## src/rtl/laser_timer.sv

```systemverilog
// Single-button laser pulse timer: a sampled high on B in OFF yields a pulse on X
// exactly ON_CYCLES clocks long, delayed one clock behind the FSM state.
module laser_timer #(
    parameter int unsigned ON_CYCLES = 3,
    parameter int unsigned CNT_W     = 8
) (
    input  logic B,
    output logic X,
    input  logic Clk,
    input  logic Rst
);

    typedef enum logic {
        S_OFF = 1'b0,
        S_ON  = 1'b1
    } state_t;

    localparam logic [CNT_W-1:0] LAST = CNT_W'(ON_CYCLES - 1);

    state_t           state_q, state_d;
    logic [CNT_W-1:0] cnt_q, cnt_d;
    logic             x_q;

    always_comb begin
        state_d = state_q;
        cnt_d   = cnt_q;
        case (state_q)
            S_OFF: begin
                if (B) begin
                    state_d = S_ON;
                    cnt_d   = '0;
                end
            end
            S_ON: begin
                // B is deliberately ignored here so a pulse can never be stretched.
                if (cnt_q == LAST) begin
                    state_d = S_OFF;
                end else begin
                    cnt_d = cnt_q + 1'b1;
                end
            end
            default: begin
                state_d = S_OFF;
                cnt_d   = '0;
            end
        endcase
    end

    always_ff @(posedge Clk or posedge Rst) begin
        if (Rst) begin
            state_q <= S_OFF;
            cnt_q   <= '0;
            x_q     <= 1'b0;
        end else begin
            state_q <= state_d;
            cnt_q   <= cnt_d;
            x_q     <= (state_q == S_ON);
        end
    end

    assign X = x_q;

endmodule

```

## config.mk

```make
export PLATFORM = sky130hd
export DESIGN_NAME = laser_timer
export DESIGN_NICKNAME = d
export VERILOG_FILES = /design/src/rtl/laser_timer.sv
export SDC_FILE = /design/constraint.sdc
export NUM_CORES = 1
export LEC_CHECK = 0
export ABC_AREA = 1
export ABC_CLOCK_PERIOD_IN_PS = 1900
export CORE_MARGIN = 10
export CORE_UTILIZATION = 40
export CTS_BUF_LIST = sky130_fd_sc_hd__clkbuf_8
export CTS_CLUSTER_SIZE = 24
export DETAILED_ROUTE_END_ITERATION = 8
export MAX_ROUTING_LAYER = met4
export PLACE_DENSITY = 0.57
export REMOVE_ABC_BUFFERS = 1
export SYNTH_ARGS = -nofsm -noshare
export SYNTH_HDL_FRONTEND = slang
export SYNTH_SLANG_ARGS = --single-unit
export TNS_END_PERCENT = 20
```

## constraint.sdc

```tcl
create_clock -name Clk -period 1.9 [get_ports Clk]
set_clock_uncertainty 0.2 [all_clocks]
set_input_delay 0.285 -clock Clk [delete_from_list [all_inputs] [get_ports Clk]]
set_output_delay 0.285 -clock Clk [all_outputs]
set_load 0.03 [all_outputs]
```

==> run_summary.xml, run 1 <==
<?xml version="1.0" encoding="UTF-8"?>
<metrics>
  <group name="flow_run">
    <metric name="cap_violations" unit="">0</metric>
  </group>
  <group name="clock_network">
    <metric name="clk_root_buffer_cell" unit="">sky130_fd_sc_hd__clkbuf_8</metric>
    <metric name="number_of_post_cts_setup_repair_buffers" unit="">0</metric>
    <metric name="tritoncts_clock_tree" unit="">done</metric>
    <metric name="cts_num_sinks" unit="">10</metric>
    <metric name="cts_buffers" unit="">3</metric>
    <metric name="worst_skew_pair.late_latency" unit="ns">0.23</metric>
    <metric name="htree_num_levels" unit="">1</metric>
    <metric name="cts_hold_buf" unit="">0</metric>
    <metric name="clock_path_buffers" unit="">2</metric>
    <metric name="cts.reportedPaths.clkPinSlew" unit="ns">0.05</metric>
    <metric name="postcts_resize_cnt" unit="">0</metric>
  </group>
  <group name="sta">
    <metric name="setup_viol" unit="">0</metric>
    <metric name="final.min_clock_period" unit="ns">1.68</metric>
    <metric name="rsz0062_at_grt" unit="">false</metric>
    <metric name="fin_hold_ws" unit="ns">0.131</metric>
    <metric name="maxSlewViolCount" unit="">0</metric>
    <metric name="achievable-frequency" unit="MHz">594</metric>
    <metric name="totalNegativeSetupSlack" unit="ns">0</metric>
    <metric name="final_hold_viol_count" unit="">0</metric>
    <metric name="final_clock_period_utilization_by_the_worst_path" unit="%">88.6</metric>
    <metric name="worst-slew-pin-transition" unit="ns">0.390</metric>
    <metric name="slew_headroom" unit="%">73.9</metric>
  </group>
  <group name="synthesis">
    <metric name="synth.area.mux_share" unit="%">0</metric>
    <metric name="post_synth_most_frequent_cells" unit="">sky130_fd_sc_hd__nand2_1 (22), sky130_fd_sc_hd__nand3_1 (17), sky130_fd_sc_hd__inv_1 (12)</metric>
    <metric name="synth-async-reset-ratio" unit="%">100</metric>
    <metric name="syn_inst" unit="">75</metric>
    <metric name="ys_ff_latch" unit="">10</metric>
    <metric name="synth_top_area_share" unit="%">43.8</metric>
    <metric name="yosysTopAreaCell" unit="">sky130_fd_sc_hd__dfrtp_1</metric>
    <metric name="synth_sequential_area_ratio" unit="%">43.8</metric>
    <metric name="yosysMostFrequentCell" unit="">sky130_fd_sc_hd__nand2_1</metric>
    <metric name="unique_cell_type_count_in_the_yosys_netlist" unit="">15</metric>
    <metric name="synth_top_family_by_area" unit="">simple AND/OR/NAND/NOR gates</metric>
    <metric name="synth_compound_gate_area_share" unit="%">4.60</metric>
    <metric name="synth_enable_flop_cells" unit="">0</metric>
    <metric name="synth_xor_area_share" unit="%">1.53</metric>
    <metric name="synth-adder-area-share" unit="%">4.38</metric>
    <metric name="ys_warn_count" unit="">0</metric>
    <metric name="area_contributors_post_synth" unit="">sky130_fd_sc_hd__dfrtp_1 (44%), sky130_fd_sc_hd__nand3_1 (15%), sky130_fd_sc_hd__nand2_1 (14%)</metric>
    <metric name="synth_simple_gate_area_share" unit="%">36.5</metric>
    <metric name="dominantRegCellSynth" unit="">sky130_fd_sc_hd__dfrtp_1</metric>
    <metric name="netlist_area" unit="sq um">572</metric>
    <metric name="post_synth.cell_area_avg" unit="sq um">7.62</metric>
  </group>
  <group name="power">
    <metric name="leakage" unit="nW">0.362</metric>
    <metric name="power.ir.vdd_worst" unit="mV">0.977</metric>
    <metric name="power.density" unit="nW/um^2">1320</metric>
  </group>
  <group name="setup_path">
    <metric name="timing.critical_path.to_type" unit="">output pin</metric>
    <metric name="timing.critical_path.fanout_max" unit="">1</metric>
    <metric name="standard_cell_with_the_maximum_stage_delay_on_the_critical_path" unit="">sky130_fd_sc_hd__clkdlybuf4s50_1</metric>
    <metric name="critPathLaunchType" unit="">flop</metric>
    <metric name="cp_slowest_stage_delay" unit="ns">0.66</metric>
    <metric name="cp.arrival" unit="ns">1.20</metric>
    <metric name="worst_path_dominant_cell_family" unit="">buffers and inverters</metric>
    <metric name="crit_required" unit="ns">1.41</metric>
    <metric name="worst-path-stages" unit="">1</metric>
    <metric name="worstPathCellList" unit="">clkdlybuf4s50_1</metric>
    <metric name="buffers_plus_inverters_on_the_worst_setup_path" unit="">1</metric>
    <metric name="critPathKind" unit="">reg -&gt; out</metric>
    <metric name="worst-r2r-cell-count" unit="">8</metric>
  </group>
  <group name="placed_design">
    <metric name="port_buffer_count" unit="">3</metric>
    <metric name="dp_cells" unit="">93</metric>
    <metric name="detailedPlacementHpwl" unit="microns">835</metric>
    <metric name="place.gp.congestion" unit="">0.785</metric>
    <metric name="placement.cell_area" unit="sq um">621</metric>
  </group>
  <group name="detailed_routing">
    <metric name="drt_first_pass_iters" unit="">4</metric>
    <metric name="wirelength" unit="mm">1.09</metric>
    <metric name="drt_first_iter_violations" unit="">13</metric>
    <metric name="vias_per_cell" unit="">4.91</metric>
    <metric name="vias" unit="">471</metric>
    <metric name="routedWlPerCell" unit="microns">11.3</metric>
    <metric name="postRouteAntennaNets" unit="">0</metric>
    <metric name="drc" unit="">0</metric>
  </group>
  <group name="finish">
    <metric name="layout.cells.non_filler" unit="">96</metric>
    <metric name="final.fill_count" unit="">124</metric>
    <metric name="finish.instance_area" unit="sq um">662</metric>
    <metric name="insertedDiodeCount" unit="">0</metric>
    <metric name="final_core_util" unit="%">50.2</metric>
    <metric name="synthToLayoutAreaGrowth" unit="%">15.8</metric>
    <metric name="final_layout_size_suffix_gt1_share" unit="%">11.1</metric>
    <metric name="layout.nets" unit="">88</metric>
  </group>
  <group name="min_path">
    <metric name="worst_hold_path_type" unit="">in -&gt; async</metric>
  </group>
  <group name="grt">
    <metric name="grt_util_all_layers" unit="%">7.66</metric>
    <metric name="global_route_wire_length_before_repair" unit="mm">2.02</metric>
    <metric name="gr-total-overflow" unit="">0</metric>
    <metric name="grt_max_degree" unit="">11</metric>
    <metric name="grt_antenna_before_repair" unit="">0</metric>
    <metric name="number_of_global_route_vias_before_repair" unit="">441</metric>
  </group>
  <group name="floorplanning">
    <metric name="initial_core_util" unit="%">43.4</metric>
    <metric name="floorplan.die_area" unit="sq um">3340</metric>
    <metric name="design.portCount" unit="">4</metric>
    <metric name="dieHeight" unit="microns">57.8</metric>
    <metric name="die_w" unit="microns">57.8</metric>
    <metric name="fp-row-count" unit="">13</metric>
    <metric name="placeableCoreArea" unit="sq um">1320</metric>
  </group>
  <group name="outcome">
    <metric name="result_of_the_run" unit="">completed</metric>
  </group>
</metrics>
## stage by stage
stage	worst slack, ns	total power [mW]
floorplan	0.592	0.566
global placement	0.449	0.666
detailed placement	0.445	0.665
CTS	0.200	0.884
global route	0.181	0.956
finish	0.216	0.875
## cells in the final DEF, fill, tap and decap left out
cell type and instances:
sky130_fd_sc_hd__clkbuf_8 3, sky130_fd_sc_hd__xnor2_1 1, sky130_fd_sc_hd__clkdlybuf4s50_1 3, sky130_fd_sc_hd__o211ai_1 1, sky130_fd_sc_hd__nand2_2 1, sky130_fd_sc_hd__buf_4 1
sky130_fd_sc_hd__nand3_1 17, sky130_fd_sc_hd__nor2_2 2, sky130_fd_sc_hd__o21ai_0 2, sky130_fd_sc_hd__ha_1 2, sky130_fd_sc_hd__nand2_1 22, sky130_fd_sc_hd__dfrtp_1 10
sky130_fd_sc_hd__nand2_4 1, sky130_fd_sc_hd__inv_1 12, sky130_fd_sc_hd__nand3b_1 1, sky130_fd_sc_hd__o21ai_2 1, sky130_fd_sc_hd__nor2_1 1
## where the power goes
part | total [mW] | internal, mW | switching [mW]
Clock | 0.213 | 0.138 | 0.0745
Sequential | 0.334 | 0.273 | 0.0613
Combinational | 0.329 | 0.131 | 0.197
## worst reg2reg max path: cells and delay by family (launching register included)
family,cells,cell delay (ns)
buffers and inverters,1,0.09
and+or+nand+nor,6,0.55
DFF,1,0.40
adders and majority gates,1,0.15
## per-layer routing
layer / vias to the layer above / track usage (%) / part of all wire, %
met4: 0 / 1.01 / 0.83
met5: - / - / 0
met3: 2 / 3.92 / 5.1
met2: 9 / 11.7 / 43
li1: 250 / - / -
met1: 210 / 9.00 / 51
## area by class of cell
class	instances	area, sq um	share of cell area [%]
Inverter	12	45.0	6.81
Multi-Input combinational cell	52	269	40.6
Tap cell	15	18.8	2.84
Sequential cell	10	250	37.8
Clock buffer	3	41.3	6.24
Timing Repair Buffer	4	37.5	5.67
## cells by family (layout without fill, tap and decap cells)
kind of cell,Yosys count,count (layout)
buffers and inverters,13,19
DFF,10,10
adders and majority gates,2,2
and+or+nand+nor,45,45
xor gates and xnor gates,1,1
AOI/OAI and AO/OA,4,4
## state kept, by name, summed over array words and instances, names as in the netlist
register,flops
state_q,1
X,1
cnt_q,8
## path summary, 6_finish.rpt
path,startpoint,endpoint,slack [ns]
max in group asynchronous,Rst,cnt_q[1]$_DFFE_PP0P_,1.09
max,X$_DFF_PP0_,X,0.22
min in group Clk,cnt_q[7]$_DFFE_PP0P_,cnt_q[7]$_DFFE_PP0P_,0.34
min reg2reg,cnt_q[7]$_DFFE_PP0P_,cnt_q[7]$_DFFE_PP0P_,0.34
max reg2reg,cnt_q[0]$_DFFE_PP0P_,cnt_q[5]$_DFFE_PP0P_,0.47
min,Rst,cnt_q[4]$_DFFE_PP0P_,0.13
Note: power is estimated with default switching activity, not from simulation.
==> run 2: changes to the inputs <==
--- a/config.mk
+++ b/config.mk
@@ -7,13 +7,11 @@
 export LEC_CHECK = 0
 export ABC_AREA = 1
 export ABC_CLOCK_PERIOD_IN_PS = 1900
-export CORE_MARGIN = 10
 export CORE_UTILIZATION = 40
 export CTS_BUF_LIST = sky130_fd_sc_hd__clkbuf_8
 export CTS_CLUSTER_SIZE = 24
 export DETAILED_ROUTE_END_ITERATION = 8
 export MAX_ROUTING_LAYER = met4
-export PLACE_DENSITY = 0.57
 export REMOVE_ABC_BUFFERS = 1
 export SYNTH_ARGS = -nofsm -noshare
 export SYNTH_HDL_FRONTEND = slang
==> run 2 against run 1 <==
Against the previous run:
- sequential share of layout area unchanged
- register-to-register slack about the same
- core utilization unchanged
- sequential power about the same
- clock power about the same
- largest power group unchanged
==> run_summary.xml, run 2 (same netlist as run 1, synthesis figures left out) <==
<?xml version="1.0" encoding="UTF-8"?>
<metrics>
  <group name="placed_design">
    <metric name="dp_cells" unit="">93</metric>
    <metric name="port_buffer_count" unit="">3</metric>
    <metric name="placement.cell_area" unit="sq um">621</metric>
    <metric name="place.gp.congestion" unit="">0.784</metric>
    <metric name="detailedPlacementHpwl" unit="microns">797</metric>
  </group>
  <group name="setup_path">
    <metric name="worst-path-stages" unit="">1</metric>
    <metric name="setup.worst_path.end" unit="">X</metric>
    <metric name="crit_required" unit="ns">1.41</metric>
    <metric name="timing.critical_path.to_type" unit="">output pin</metric>
    <metric name="worstPathCellList" unit="">clkdlybuf4s50_1</metric>
    <metric name="crit_start" unit="">X$_DFF_PP0_</metric>
    <metric name="timing.critical_path.fanout_max" unit="">1</metric>
    <metric name="worst-r2r-cell-count" unit="">8</metric>
    <metric name="critPathKind" unit="">reg -&gt; out</metric>
    <metric name="standard_cell_with_the_maximum_stage_delay_on_the_critical_path" unit="">sky130_fd_sc_hd__clkdlybuf4s50_1</metric>
    <metric name="worst_r2r_endpoint" unit="">cnt_q[6]$_DFFE_PP0P_</metric>
    <metric name="critPathLaunchType" unit="">flop</metric>
    <metric name="worst_path_dominant_cell_family" unit="">buffers and inverters</metric>
    <metric name="buffers_plus_inverters_on_the_worst_setup_path" unit="">1</metric>
    <metric name="cp.arrival" unit="ns">1.20</metric>
    <metric name="regToRegSetupSlack" unit="ns">0.47</metric>
    <metric name="cp_slowest_stage_delay" unit="ns">0.66</metric>
    <metric name="rr_startpoint" unit="">cnt_q[0]$_DFFE_PP0P_</metric>
  </group>
  <group name="floorplanning">
    <metric name="die_w" unit="microns">39.8</metric>
    <metric name="initial_core_util" unit="%">43.4</metric>
    <metric name="design.portCount" unit="">4</metric>
    <metric name="dieHeight" unit="microns">39.8</metric>
    <metric name="placeableCoreArea" unit="sq um">1320</metric>
    <metric name="fp-row-count" unit="">13</metric>
    <metric name="floorplan.die_area" unit="sq um">1580</metric>
  </group>
  <group name="grt">
    <metric name="grt_util_all_layers" unit="%">17.2</metric>
    <metric name="global_route_wire_length_before_repair" unit="mm">1.66</metric>
    <metric name="grt_max_degree" unit="">11</metric>
    <metric name="number_of_global_route_vias_before_repair" unit="">395</metric>
    <metric name="gr-total-overflow" unit="">0</metric>
    <metric name="grt_antenna_before_repair" unit="">0</metric>
  </group>
  <group name="finish">
    <metric name="finish.instance_area" unit="sq um">662</metric>
    <metric name="register_with_the_most_flip_flops" unit="">cnt_q</metric>
    <metric name="mostFrequentLayoutCells" unit="">sky130_fd_sc_hd__nand2_1 (22), sky130_fd_sc_hd__nand3_1 (17), sky130_fd_sc_hd__inv_1 (12), sky130_fd_sc_hd__dfrtp_1 (10)</metric>
    <metric name="most_frequent_standard_cell_in_the_layout_excluding_fill_and_tap_cells" unit="">sky130_fd_sc_hd__nand2_1</metric>
    <metric name="layout.nets" unit="">88</metric>
    <metric name="final.fill_count" unit="">134</metric>
    <metric name="layout.cells.non_filler" unit="">96</metric>
    <metric name="largest_register_ff_count" unit="">8</metric>
    <metric name="insertedDiodeCount" unit="">0</metric>
    <metric name="synthToLayoutAreaGrowth" unit="%">15.8</metric>
    <metric name="final_layout_size_suffix_gt1_share" unit="%">11.1</metric>
    <metric name="final_core_util" unit="%">50.2</metric>
  </group>
  <group name="clock_network">
    <metric name="cts_num_sinks" unit="">10</metric>
    <metric name="worst_skew_pair.late_latency" unit="ns">0.23</metric>
    <metric name="cts_hold_buf" unit="">0</metric>
    <metric name="cts.reportedPaths.clkPinSlew" unit="ns">0.05</metric>
    <metric name="tritoncts_clock_tree" unit="">done</metric>
    <metric name="postcts_resize_cnt" unit="">0</metric>
    <metric name="clk_root_buffer_cell" unit="">sky130_fd_sc_hd__clkbuf_8</metric>
    <metric name="cts_buffers" unit="">3</metric>
    <metric name="number_of_post_cts_setup_repair_buffers" unit="">0</metric>
    <metric name="clock_path_buffers" unit="">2</metric>
    <metric name="htree_num_levels" unit="">1</metric>
  </group>
  <group name="power">
    <metric name="comb_power_share" unit="%">37.3</metric>
    <metric name="pwr-share-seq" unit="%">38.5</metric>
    <metric name="cell_internal_pwr" unit="mW">0.541</metric>
    <metric name="clkPwrFrac" unit="%">24.3</metric>
    <metric name="power.switching_fraction" unit="%">37.9</metric>
    <metric name="switchingPower" unit="mW">0.330</metric>
    <metric name="power.density" unit="nW/um^2">1320</metric>
    <metric name="power.ir.vdd_worst" unit="mV">0.885</metric>
    <metric name="leakage" unit="nW">0.362</metric>
  </group>
  <group name="sta">
    <metric name="achievable-frequency" unit="MHz">595</metric>
    <metric name="worst-slew-pin-transition" unit="ns">0.385</metric>
    <metric name="final_hold_viol_count" unit="">0</metric>
    <metric name="setup_viol" unit="">0</metric>
    <metric name="final.min_clock_period" unit="ns">1.68</metric>
    <metric name="slew_headroom" unit="%">74.3</metric>
    <metric name="totalNegativeSetupSlack" unit="ns">0</metric>
    <metric name="rsz0062_at_grt" unit="">false</metric>
    <metric name="maxSlewViolCount" unit="">0</metric>
    <metric name="final_clock_period_utilization_by_the_worst_path" unit="%">88.5</metric>
    <metric name="fin_hold_ws" unit="ns">0.137</metric>
  </group>
  <group name="detailed_routing">
    <metric name="postRouteAntennaNets" unit="">0</metric>
    <metric name="vias" unit="">482</metric>
    <metric name="drt_first_iter_violations" unit="">15</metric>
    <metric name="routedWlPerCell" unit="microns">11.2</metric>
    <metric name="wirelength" unit="mm">1.07</metric>
    <metric name="drc" unit="">0</metric>
    <metric name="vias_per_cell" unit="">5.02</metric>
    <metric name="drt_first_pass_iters" unit="">4</metric>
  </group>
  <group name="outcome">
    <metric name="result_of_the_run" unit="">completed</metric>
  </group>
  <group name="flow_run">
    <metric name="cap_violations" unit="">0</metric>
  </group>
  <group name="min_path">
    <metric name="worst_hold_path_type" unit="">in -&gt; async</metric>
  </group>
</metrics>
==> run 2: worst min path at each step <==
stage | from | to | slack [ns] | cells past startpoint
finish | Rst | cnt_q[6]$_DFFE_PP0P_ | 0.14 | 2
global route | Rst | cnt_q[6]$_DFFE_PP0P_ | 0.18 | 2
CTS | Rst | cnt_q[6]$_DFFE_PP0P_ | 0.15 | 2
detailed placement | cnt_q[7]$_DFFE_PP0P_ | cnt_q[7]$_DFFE_PP0P_ | 0.34 | 2
global placement | cnt_q[7]$_DFFE_PP0P_ | cnt_q[7]$_DFFE_PP0P_ | 0.33 | 2
floorplan | Rst | X$_DFF_PP0_ | -0.07 | 1
==> run 2: cell type report <==
cell class	count	area [sq um]	share of cell area (%)
multi-input combinational	52	269	40.6
inverter	12	45.0	6.81
sequential	10	250	37.8
clock buffer	3	41.3	6.24
tap	15	18.8	2.84
timing repair buffer	4	37.5	5.67
==> run 2: routing by layer <==
metal  vias to the layer above  track usage, %  wire length, microns
li1                        248               -                     -
met1                       218            22.0                   534
met2                        16            22.1                   473
met3                         0            10.2                    64
met4                         0            5.17                     0
met5                         -               -                     0
==> run 2: power by group through the flow <==
stage	Clock [mW]	Combinational [mW]	Sequential (mW)
final	0.212	0.325	0.335
after global routing	0.234	0.362	0.347
after CTS	0.220	0.330	0.334
after detailed placement	0	0.328	0.338
after global placement	0	0.325	0.338
after floorplan	0	0.208	0.358
==> run 2: through the flow <==
| stage | setup slack (ns) | total power [mW] |
|---|---|---|
| 4_1_cts | 0.207 | 0.884 |
| 2_1_floorplan | 0.592 | 0.566 |
| 3_5_place_dp | 0.443 | 0.666 |
| 6_report | 0.219 | 0.872 |
| 3_3_place_gp | 0.449 | 0.664 |
| 5_1_grt | 0.181 | 0.942 |
